## src/rtl/stripe_scheduler.sv

```systemverilog
`default_nettype none
// ============================================================================
// Module      : stripe_scheduler
// Description : Deals a 32-bit word stream round-robin onto two lane holding
//               registers, each with its own valid/ready handshake.
// Revision    : 1.0 - initial release
// ============================================================================
module stripe_scheduler #(
    parameter int DATA_W = 32,
    parameter int CNT_W  = 16
) (
    input  logic              clk_2f,
    input  logic              reset,
    input  logic              enable,
    input  logic              realign,
    input  logic [DATA_W-1:0] data_in,
    input  logic              valid_in,
    output logic              in_ready,
    output logic [DATA_W-1:0] lane0,
    output logic              valid0,
    input  logic              lane_ready0,
    output logic [DATA_W-1:0] lane1,
    output logic              valid1,
    input  logic              lane_ready1,
    output logic              next_lane,
    output logic [CNT_W-1:0]  word_count,
    output logic              busy
);

    localparam logic [1:0]       c_st_idle  = 2'd0;
    localparam logic [1:0]       c_st_run   = 2'd1;
    localparam logic [1:0]       c_st_align = 2'd2;
    localparam logic [CNT_W-1:0] c_cnt_one  = {{(CNT_W-1){1'b0}}, 1'b1};

    logic [1:0]        r_state;
    logic [1:0]        w_state_nxt;
    logic              r_realign_pend;
    logic [DATA_W-1:0] r_lane0;
    logic [DATA_W-1:0] r_lane1;
    logic              r_valid0;
    logic              r_valid1;
    logic              r_next_lane;
    logic [CNT_W-1:0]  r_word_count;

    logic w_lane_free;
    logic w_accept;
    logic w_wr0;
    logic w_wr1;
    logic w_align_done;
    logic w_realign_req;

    // Only the lane the next word is destined for can stall the source.
    assign w_lane_free   = r_next_lane ? (!r_valid1 | lane_ready1)
                                       : (!r_valid0 | lane_ready0);
    assign in_ready      = reset & (r_state == c_st_run) & w_lane_free;
    assign w_accept      = valid_in & in_ready;
    assign w_wr0         = w_accept & !r_next_lane;
    assign w_wr1         = w_accept &  r_next_lane;
    assign w_align_done  = (r_state == c_st_align) & !r_valid0 & !r_valid1;
    assign w_realign_req = realign | r_realign_pend;

    always_comb begin
        w_state_nxt = r_state;
        case (r_state)
            c_st_idle: begin
                if (w_realign_req) begin
                    w_state_nxt = c_st_align;
                end else if (enable) begin
                    w_state_nxt = c_st_run;
                end
            end
            c_st_run: begin
                if (w_realign_req) begin
                    w_state_nxt = c_st_align;
                end else if (!enable) begin
                    w_state_nxt = c_st_idle;
                end
            end
            c_st_align: begin
                if (w_align_done) begin
                    w_state_nxt = enable ? c_st_run : c_st_idle;
                end
            end
            default: w_state_nxt = c_st_idle;
        endcase
    end

    always_ff @(posedge clk_2f or negedge reset) begin
        if (!reset) begin
            r_state        <= c_st_idle;
            r_realign_pend <= 1'b0;
            r_lane0        <= '0;
            r_lane1        <= '0;
            r_valid0       <= 1'b0;
            r_valid1       <= 1'b0;
            r_next_lane    <= 1'b0;
            r_word_count   <= '0;
        end else begin
            r_state <= w_state_nxt;
            // A pulse landing on the ALIGN exit edge is replayed, never dropped.
            r_realign_pend <= (r_state == c_st_align) & realign & w_align_done;

            // Refill takes priority over drain so a lane never bubbles.
            if (w_wr0) begin
                r_lane0  <= data_in;
                r_valid0 <= 1'b1;
            end else if (lane_ready0) begin
                r_valid0 <= 1'b0;
            end

            if (w_wr1) begin
                r_lane1  <= data_in;
                r_valid1 <= 1'b1;
            end else if (lane_ready1) begin
                r_valid1 <= 1'b0;
            end

            if (w_align_done) begin
                r_next_lane <= 1'b0;
            end else if (w_accept) begin
                r_next_lane <= ~r_next_lane;
            end

            if (w_accept) begin
                r_word_count <= r_word_count + c_cnt_one;
            end
        end
    end

    assign lane0      = r_lane0;
    assign lane1      = r_lane1;
    assign valid0     = r_valid0;
    assign valid1     = r_valid1;
    assign next_lane  = r_next_lane;
    assign word_count = r_word_count;
    assign busy       = r_valid0 | r_valid1 | (r_state != c_st_idle);

endmodule
`default_nettype wire

```

## config.mk

```make
export PLATFORM = sky130hd
export DESIGN_NAME = stripe_scheduler
export DESIGN_NICKNAME = d
export VERILOG_FILES = /design/src/rtl/stripe_scheduler.sv
export SDC_FILE = /design/constraint.sdc
export NUM_CORES = 1
export LEC_CHECK = 0
export CAP_MARGIN = 20
export CORE_AREA = 2 2 88 90
export DETAILED_ROUTE_END_ITERATION = 6
export DIE_AREA = 0 0 90 92
export PLACE_DENSITY_LB_ADDON = 0.15
export RECOVER_POWER = 25
export SLEW_MARGIN = 10
export SYNTH_ARGS = -nofsm -noshare
export SYNTH_HDL_FRONTEND = slang
export SYNTH_SLANG_ARGS = --single-unit
```

## constraint.sdc

```tcl
create_clock -name clk_2f -period 4.1 [get_ports clk_2f]
set_input_delay 0.41 -clock clk_2f [delete_from_list [all_inputs] [get_ports clk_2f]]
set_output_delay 0.41 -clock clk_2f [all_outputs]
set_load 0.02 [all_outputs]
```

==> results.toml, run 1 <==
[outcome]
status = "complete, no violations"

[synthesis]
yosysMostFrequentCell = "dfrtp_1"
synth_top_family_by_area = "multiplexers"
avgSynthCellArea_um2 = 14.9
synth_compound_area_frac = 0.00868
ys.warnings.count = 0
yosys_register_bits = 86
synthArstFlopShare = 1.00
yosysSeqAreaShare = 0.622
synthTopCellsByCount = "dfrtp_1, mux2_2, xnor2_1"
synth_cell_types = 34
synth_xor_area_frac = 0.0380
yosys.area_share.adder = 0.00362
netlist_area_um2 = 3460
ys.flop_type = "dfrtp_1"
yosys.area_share.simple = 0.0936
synth_top_area_cell = "dfrtp_1"
synth_edf_count = 0
syn_nets = 273
synth.area.top_cells = "dfrtp_1, mux2_2, xnor2_1"
yosysTopAreaCellShare = 0.622
syn_inst = 233
synth_mux_area_frac = 0.211

[critical_path]
startpoint = "reset"
cp_max_fo = 27
cp.arrival_ns = 2.39
reg2reg_depth = 3
worstSetupPathType = "primary input to primary output"
cp_cell_sequence = "dlygate4sd3_1 -> buf_4 -> and3b_1 -> nand2_1 -> nor2_1 -> clkdlybuf4s50_1"
crit_end = "in_ready"
endpoint_kind = "primary output"
ff2ff_setup_slack_ns = 2.17
crit_path_max_incr_delay_ns = 0.62
timing.rr.start = "next_lane"
worstReg2RegEnd = "word_count[1]"
startpoint_type = "primary input"
cp_slowest_cell = "clkdlybuf4s50_1"
required_ns = 3.69

[sta]
fmax_mhz = 358
worst_slew_pin_slew_ns = 0.814
setup_viol = 0
fin_tns_setup_ns = 0
period_share = 0.682
whs_ns = 0.465
finClkSkew_ns = 0.0114
final_hold_viol_count = 0
relSlewSlack = 0.455
rsz0062_at_grt = "no"
fin_crit_ns = 2.80
slew_violations = 0

[clock_tree]
tritoncts = "yes"
cts_made_buffers = 9
clkSinkCount = 86
path_clk_slew_ns = 0.07
cts_resized = 0
cts-htree-levels = 3
insertion_delay_ns = 0.34
root_buffer = "clkbuf_8"
clk_path_buf_depth = 2

[cells_and_area]
fillers = 609
syn_to_final_growth_pct = 42.9
layout.nets = 403
num_antenna_cells = 0
layout-drive-gt1-share = 0.240

[route]
first_iter_violations = 69
drt_wl_total_um = 7170
postRouteAntennaNets = 0
drc = 0
viasPerCell = 4.90
avgRoutedWirePerCell_um = 15.3
detail_route.first_pass.iterations = 4
vias = 2299

[placed_design]
hpwl_um = 5050
routabilityCongestion = 0.761
io_buffers = 123

[global_routing]
gr-total-overflow = 0
antenna_found_initial = 0
grt_start_max_net_pins = 63
grt_pass1_vias = 2417
track_usage = 0.181
grt_first_pass_wirelength_um = 11600

[run]
maxCapViolCount = 0

[floorplan]
core_um2 = 7450
die_area_um2 = 8280
dieWidth_um = 90
pin_count = 124
die_h_um = 92
rows = 32
initial_core_util = 0.465

[power_and_ir_drop]
vdd_drop_max_v = 0.000309
p_leak_uw = 0.00226
power_density_nw_per_um2 = 614

[hold_path]
min_path_type = "flip-flop to flip-flop"
-- layout make-up --
type	count	area, µm²	share of cell area
sequential	86	2150	0.435
timing repair buffer	128	1270	0.257
clock buffer	11	131	0.0266
clock inverter	4	25.0	0.00506
tap	102	128	0.0258
multi-input combinational	135	1230	0.249
inverter	3	11.3	0.00228
-- cell usage in the layout (no fill, tap or decap), types with 3 or more instances in the layout --
master	n
buf_4	5
clkbuf_8	9
clkdlybuf4s50_1	84
dfrtp_1	86
dlygate4sd3_1	39
inv_1	3
mux2_2	63
nand2_1	7
nand3_1	9
nand4_1	6
nor2_1	6
nor3_1	3
xnor2_1	14
-- worst min-delay path by stage --
stage	start	cells after the start	slack (ns)	to
floorplan	reset	0	0.11	lane0[0]
global placement	reset	1	0.36	r_state[1]
detailed placement	reset	1	0.36	r_state[0]
CTS	word_count[15]	1	0.48	word_count[15]
global route	word_count[15]	1	0.49	word_count[15]
finish	word_count[15]	1	0.46	word_count[15]
-- layer usage --
layer | share of wire | vias up | track usage | routed length, µm
met4 | 0.013 | 0 | 0.0872 | 96
met2 | 0.49 | 76 | 0.294 | 3540
met3 | 0.070 | 7 | 0.0600 | 502
li1 | - | 1081 | - | -
met5 | 0 | - | 0 | 0
met1 | 0.42 | 1135 | 0.217 | 3020
-- worst max-delay path: cells and delay by family --
family	cells	cell delay (ns)
AND/OR/NAND/NOR	3	0.47
buffers and inverters	3	1.50
-- kinds of logic (layout without fill, tap and decap cells) --
| group | Yosys count | count (layout) |
|---|---|---|
| buffers and inverters | 12 | 146 |
| xor gates and xnor gates | 15 | 15 |
| adders and majority gates | 1 | 1 |
| and+or+nand+nor | 49 | 49 |
| muxes | 65 | 65 |
| AOI/OAI and AO/OA | 5 | 5 |
| DFF | 86 | 86 |
-- flip-flops by register name (all words and copies together) (netlist names) --
register	cells
next_lane	1
r_state	2
valid1	1
lane1	32
lane0	32
r_realign_pend	1
word_count	16
valid0	1
-- metrics by stage --
step	utilization	instance area (µm²)	worst slack, ns	std cells	power (µW)
after floorplan	-	3460	2.43	233	1950
after global placement	0.642	4780	1.75	453	2600
after detailed placement	0.642	4780	1.70	453	2640
after CTS	0.664	4950	1.26	469	3140
after global routing	0.664	4950	1.19	469	3200
final	0.664	4950	1.30	469	3040
-- repair_timing --
action / 4_1_cts / 5_1_grt
endpoints found under the setup margin: 0 / 0
setup buffers: 0 / 0
hold buffers: 1 / 0
hold endpoints to repair: 24 / 0
-- report_power, final --
group	leakage [µW]	internal, µW	total [µW]	switching (µW)
sequential	0.00113	1120	1270	148
clock	0.0000752	215	496	281
combinational	0.00105	660	1270	610
No activity file was read; power rests on OpenSTA's default activity.
==> run 2, diff against run 1 <==
--- a/config.mk
+++ b/config.mk
@@ -6,9 +6,9 @@
 export NUM_CORES = 1
 export LEC_CHECK = 0
 export CAP_MARGIN = 20
-export CORE_AREA = 2 2 88 90
+export CORE_AREA = 2 2 97 99
 export DETAILED_ROUTE_END_ITERATION = 6
-export DIE_AREA = 0 0 90 92
+export DIE_AREA = 0 0 99 101
 export PLACE_DENSITY_LB_ADDON = 0.15
 export RECOVER_POWER = 25
 export SLEW_MARGIN = 10
==> constraint.sdc (replaced) <==
create_clock -name clk_2f -period 2.57 [get_ports clk_2f]
set_input_delay 0.257 -clock clk_2f [delete_from_list [all_inputs] [get_ports clk_2f]]
set_output_delay 0.257 -clock clk_2f [all_outputs]
set_load 0.02 [all_outputs]
==> run 2 against run 1 <==
Against the previous run: the flow now finishes with violations (capacitance limit, slew limit); worst setup slack worse by 0.99 ns; sequential share of layout area is 0.39 points lower; core utilization is 11 points lower; sequential power is 61% higher; first-iteration DRC count is 38% lower; via count is 0.83% higher; die area is 21% higher.
==> results.toml, run 2 (synthesis gave the netlist of run 1 again) <==
[route]
first_iter_violations = 43
viasPerCell = 4.82
vias = 2318
detail_route.first_pass.iterations = 4
postRouteAntennaNets = 0
drc = 0
avgRoutedWirePerCell_um = 15.5
drt_wl_total_um = 7450

[power_and_ir_drop]
p_leak_uw = 0.00220
power_density_nw_per_um2 = 1000
vdd_drop_max_v = 0.000472

[sta]
worst_slew_pin_slew_ns = 1.51
fin_crit_ns = 2.26
setup_viol = 0
slew_violations = 60
relSlewSlack = -0.00337
fmax_mhz = 442
period_share = 0.879
final_hold_viol_count = 0
finClkSkew_ns = 0.0120
rsz0062_at_grt = "no"
fin_tns_setup_ns = 0

[global_routing]
antenna_found_initial = 0
gr-total-overflow = 0
track_usage = 0.155
grt_start_max_net_pins = 61
grt_pass1_vias = 2432
grt_first_pass_wirelength_um = 12200

[cells_and_area]
syn_to_final_growth_pct = 44.2
layout.nets = 405
stdcell_area_um2 = 4990
layout-drive-gt1-share = 0.241
num_antenna_cells = 0
final_cells = 481
mostFrequentLayoutCells = "clkdlybuf4s50_1, dfrtp_1, mux2_2, xnor2_1, clkbuf_8"
layout_commonest_cell = "clkdlybuf4s50_1"

[critical_path]
required_ns = 2.31
cp_cell_sequence = "dlygate4sd3_1 -> buf_4 -> and3b_1 -> nand2_1 -> nor2_1 -> clkdlybuf4s50_1"
crit_path_max_incr_delay_ns = 0.63
reg2reg_depth = 4
worstSetupPathType = "primary input to primary output"
worstReg2RegEnd = "lane1[21]"
endpoint_kind = "primary output"
timing.rr.start = "r_state[1]"
cp_slowest_cell = "clkdlybuf4s50_1"
ff2ff_setup_slack_ns = 0.64
cp_max_fo = 4
cp.arrival_ns = 2.00
startpoint_type = "primary input"

[clock_tree]
tritoncts = "yes"
cts-htree-levels = 3
cts_made_buffers = 9
root_buffer = "clkbuf_8"
clkSinkCount = 86
insertion_delay_ns = 0.35
path_clk_slew_ns = 0.09
clk_path_buf_depth = 2

[placed_design]
hpwl_um = 5160
place_inst = 464
placed_area_um2 = 4820
io_buffers = 123
routabilityCongestion = 0.728

[outcome]
status = "finished, violations left"
violations = "capacitance limit, slew limit"

[floorplan]
rows = 35
pin_count = 124
dieWidth_um = 99
die_area_um2 = 10000
die_h_um = 101
initial_core_util = 0.386
core_um2 = 8980

[hold_path]
min_to = "r_state[0]"
min_path_type = "primary input to flip-flop"
worstHoldPathCells = 2
min-delay-start = "enable"

[run]
maxCapViolCount = 1
-- run 2: changes by cell type in the layout (fill, tap and decap cells not counted), sizes merged --
cell	previous run	this run
dlygate4sd3	39	1
clkbuf	11	15
clkinv	2	1
clkdlybuf4s50	84	122
-- run 2: layout make-up --
cell class | instances | area (µm²)
Fill cell | 783 | 3990
Sequential cell | 86 | 2150
Timing Repair Buffer | 130 | 1290
Multi-Input combinational cell | 135 | 1230
Clock buffer | 13 | 149
Tap cell | 111 | 139
Clock inverter | 3 | 20.0
Inverter | 3 | 11.3
-- run 2: routing by layer --
layer | share of wire | vias up | global-route usage
li1 | - | 1078 | -
met5 | 0 | - | 0
met4 | 0.014 | 0 | 0.0537
met1 | 0.44 | 1149 | 0.195
met3 | 0.090 | 12 | 0.0673
met2 | 0.45 | 79 | 0.241
-- run 2: how the worst max path moves through the flow --
| stage | slack (ns) | cells past startpoint | to | start |
|---|---|---|---|---|
| 6_report | 0.31 | 6 | in_ready | reset |
| 5_1_grt | 0.17 | 3 | in_ready | next_lane |
| 4_1_cts | 0.26 | 6 | in_ready | reset |
| 3_5_place_dp | 0.42 | 5 | lane1[18] | lane_ready1 |
| 3_3_place_gp | 0.44 | 5 | lane1[18] | lane_ready1 |
| 2_1_floorplan | 0.90 | 3 | lane0[10] | next_lane |
-- run 2: critical path, delay by kind of cell --
kind                   cells  cell delay, ns
buffers and inverters      3            1.33
and+or+nand+nor            3            0.42
-- run 2: report_power, final --
group          total [µW]  leakage [µW]  switching [µW]  internal [µW]
Clock                 842     0.0000796             464            378
Sequential           2040       0.00113             250           1790
Combinational        2110      0.000988             970           1140
-- run 2: stage by stage --
step	worst slack, ns	utilization	power (µW)	hold WS (ns)
global route	0.173	0.556	5290	0.453
detailed placement	0.421	0.537	4200	0.337
finish	0.310	0.556	4990	0.446
CTS	0.265	0.557	5070	0.438
global placement	0.444	0.537	4170	0.342
floorplan	0.902	-	3100	-0.0386
-- run 2: what timing repair did --
action / CTS / global route
gates resized for setup: 0 / 0
hold endpoints to repair: 26 / 0
hold buffers: 1 / 0
setup buffers: 0 / 0
==> RTL edit 1 (flow settings as in run 2) <==
Register the output `word_count` once more, cleared by the reset; this adds one clock of latency there. The other outputs are not delayed to match.
--- a/src/rtl/stripe_scheduler.sv
+++ b/src/rtl/stripe_scheduler.sv
@@ -133,5 +133,11 @@
     assign valid1     = r_valid1;
     assign next_lane  = r_next_lane;
-    assign word_count = r_word_count;
+    always_ff @(posedge clk_2f or negedge reset) begin
+        if (!reset) begin
+            word_count <= '0;
+        end else begin
+            word_count <= r_word_count;
+        end
+    end
     assign busy       = r_valid0 | r_valid1 | (r_state != c_st_idle);
 
Formal check against the unedited RTL: not equivalent (a bounded check fails within 4 cycles, from zero or initial values and one cycle with reset low).
==> RTL edit 1 against run 2 <==
Count of clock-buffer cells in the layout fell by 2; power is 7.3% higher; final area grew 8.2%; clock power is 11% higher; routed wire length up 1.2%; global-route usage up 0.25 points; worst setup slack better by 0.015 ns; synthesized area is 11% higher; sequential cell count up 16; final cell count rose by 1.7%; largest power group is now registers; highest routed layer unchanged.
==> RTL edit 1: results <==
{
  "status": "finished, final reports clean",
  "hp-class": "input port to asynchronous set/reset pin",
  "leakage_nw": 2.44,
  "reg2regPathDepth": 4,
  "skew_ns": 0.0141,
  "clkSlewWorstSetupHoldPaths_ns": 0.09,
  "ys_types": 33,
  "grt_pass1_vias": 2458,
  "grt_max_degree": 62,
  "syn_nets": 282,
  "grt_use_total": 0.158,
  "gp_congestion": 0.763,
  "vias_per_cell": 4.86,
  "firstDrtPassIters": 4,
  "cp_slowest_stage_delay_ns": 0.63,
  "worst_slew_pin_slew_ns": 1.48,
  "synthTopCellsByArea": "dfrtp_1 66%, mux2_2 18%, xnor2_1 3.2%, nand4_1 1.5%, buf_6 1.2%",
  "drive_above_1_share": 0.235,
  "max_freq_mhz": 445,
  "worstReg2RegEnd": "lane0[28]$_DFFE_PN0P_",
  "fin_cells": 489,
  "wl_um": 7540,
  "dpl.cell_count": 472,
  "dp_hpwl_um": 5200,
  "ctsLongestPathBuffers": 2,
  "rrSetupSlack_ns": 0.90,
  "ys_seq_area_frac": 0.664,
  "grt_pass1_wl_um": 12400,
  "dpl-instance-area_sq_um": 5210,
  "nNetsFinal": 413,
  "dp_slack_ns": 0.554,
  "worstPathMaxFanout": 5,
  "worst_path_max_delay_cell": "clkdlybuf4s50_1",
  "worst_ir_drop_vdd_v": 0.000485,
  "drt_iter0_drc": 66,
  "netlist_instances": 242,
  "ys_top_cells_by_count": "102 x dfrtp_1, 63 x mux2_2, 14 x xnor2_1"
}
RTL edit 1: area by class of cell:
class                           count  area, sq um
Fill cell                         718         3580
Multi-Input combinational cell    129         1220
Timing Repair Buffer              129         1300
Inverter                            2         7.51
Clock buffer                       11          141
Tap cell                          111          139
Sequential cell                   102         2550
Clock inverter                      5         43.8
RTL edit 1: layer usage:
| layer | wire length (um) | part of all wire | global-route usage |
|---|---|---|---|
| met5 | 0 | 0 | 0 |
| met4 | 70 | 0.0093 | 0.0411 |
| met3 | 566 | 0.075 | 0.0617 |
| met2 | 3430 | 0.45 | 0.246 |
| met1 | 3470 | 0.46 | 0.208 |
RTL edit 1: kinds of logic (layout without fill, tap and decap cells):
group	after synthesis	count (layout)	synth area share
XOR/XNOR	15	15	0.0342
flip-flops	102	102	0.664
multiplexers	65	65	0.190
adder cells (fa/ha/maj)	1	1	0.00325
AND/OR/NAND/NOR	43	43	0.0813
AO/OA/AOI/OAI	5	5	0.00781
buffers and inverters	11	147	0.0195
RTL edit 1: what timing repair did:
item | CTS | global route
gates resized for setup | 0 | 0
hold endpoints to repair | 1 | 0
hold buffers | 1 | 0
endpoints found under the setup margin | 0 | 0
RTL edit 1: worst min-delay path by stage:
stage,end,slack (ns),depth (start not counted)
after floorplan,lane0[0]$_DFFE_PN0P_,-0.04,0
after global placement,next_lane$_DFFE_PN0P_,0.06,1
after detailed placement,next_lane$_DFFE_PN0P_,0.06,1
after global routing,next_lane$_DFFE_PN0P_,0.29,2
final,next_lane$_DFFE_PN0P_,0.29,2
after CTS,next_lane$_DFFE_PN0P_,0.29,2
RTL edit 1: power by group:
part | internal, mW | switching [mW]
sequential | 2.06 | 0.247
clock | 0.390 | 0.545
combinational | 1.14 | 0.977
total | 3.59 | 1.77
==> RTL edit 2 (config.mk and constraints of run 2) <==
Made on the original files. `CNT_W`: 16 -> 14.
--- a/src/rtl/stripe_scheduler.sv
+++ b/src/rtl/stripe_scheduler.sv
@@ -8,5 +8,5 @@
 module stripe_scheduler #(
     parameter int DATA_W = 32,
-    parameter int CNT_W  = 16
+    parameter int CNT_W  = 14
 ) (
     input  logic              clk_2f,
Ports: changed (resized word_count); port bits go from 124 to 122. The function was not compared with the original's and may differ.
==> RTL edit 2 against run 2 <==
Worst setup slack improved by 0.013 ns; final area rose by 0.35%; sequential cell count fell by 2; synthesized area fell by 0.69%; die area did not move; routed wire length fell by 1.6%; power rose by 5.4%; maximum frequency rose by 0.59%; critical path type unchanged.
==> RTL edit 2: results <==
{
  "status": "finished, final reports clean",
  "slew_headroom": 0.161,
  "syn_nets": 262,
  "async_reset_ff_frac": 1.00,
  "dp_hpwl_um": 5040,
  "gp_congestion": 0.703,
  "yosys.area.top_type_share": 0.612,
  "ys_seq_area_frac": 0.612,
  "grt_pass1_wl_um": 11900,
  "skew_ns": 0.00883,
  "vias_per_cell": 4.81,
  "ys_top_cells_by_count": "84 x dfrtp_1, 36 x mux2_2, 20 x mux2_4",
  "drt_iter0_drc": 55,
  "grt_max_degree": 85,
  "drive_above_1_share": 0.235,
  "antenna_found_initial": 0,
  "fin_cells": 468,
  "worst_ir_drop_vdd_v": 0.000474,
  "synth_ff_type": "dfrtp_1",
  "port_buffers": 121,
  "nNetsFinal": 392,
  "wl_um": 7330,
  "grt_pass1_vias": 2407,
  "cp_slowest_stage_delay_ns": 0.60,
  "intPower_mw": 3.52,
  "worstReg2RegEnd": "lane1[0]$_DFFE_PN0P_",
  "rrSetupSlack_ns": 0.66,
  "holdPathEnd": "r_state[0]$_DFFE_PN0P_",
  "r2r_start": "r_state[1]$_DFFE_PN0P_",
  "grt_use_total": 0.152,
  "reg2regPathDepth": 4,
  "dpl.cell_count": 450,
  "cts_buffers": 9,
  "finalSetupViolations": 0,
  "leakage_nw": 2.30,
  "ys_types": 36,
  "arrival_ns": 1.99,
  "synthTopCellsByArea": "dfrtp_1 61%, mux2_2 12%, mux2_4 8.7%, mux2_1 2.6%, xor2_1 1.8%",
  "avgSynthCellArea_sq_um": 15.5
}
## RTL edit 2: cell type report
type / count / area (sq um)
inverter: 4 / 15.0
fill: 768 / 3970
sequential: 84 / 2100
tap: 111 / 139
timing repair buffer: 126 / 1270
clock buffer: 9 / 124
multi-input combinational: 127 / 1260
clock inverter: 7 / 98.8
## RTL edit 2: power groups by stage
| stage | Clock (mW) | Sequential [mW] | Combinational [mW] |
|---|---|---|---|
| after detailed placement | 0 | 2.07 | 2.18 |
| after CTS | 1.08 | 2.05 | 2.19 |
| final | 1.06 | 2.05 | 2.16 |
| after global routing | 1.14 | 2.11 | 2.30 |
| after global placement | 0 | 2.06 | 2.16 |
| after floorplan | 0 | 2.55 | 0.596 |
## RTL edit 2: through the flow
stage	worst slack [ns]	hold WS (ns)	total power, mW	util	area, sq um
after detailed placement	0.424	0.474	4.25	0.531	4770
after global placement	0.477	0.459	4.22	0.531	4770
final	0.323	0.478	5.26	0.558	5010
after floorplan	0.875	-0.0386	3.15	-	3440
after global routing	0.132	0.468	5.55	0.558	5010
after CTS	0.368	0.278	5.33	0.556	4990
## RTL edit 2: logic make-up after synthesis
kind of cell / Yosys count / synth area share
flip-flops: 84 / 0.612
multiplexers: 64 / 0.232
AND/OR/NAND/NOR: 44 / 0.0892
XOR/XNOR: 13 / 0.0331
buffers and inverters: 11 / 0.0222
AO/OA/AOI/OAI: 5 / 0.00874
adder cells (fa/ha/maj): 1 / 0.00364
## RTL edit 2: routing by layer
layer / track usage / up-vias / share of wire
met5: 0 / - / 0
met4: 0.0569 / 0 / 0.015
met3: 0.0673 / 10 / 0.096
met2: 0.235 / 87 / 0.45
met1: 0.188 / 1107 / 0.43
li1: - / 1045 / -
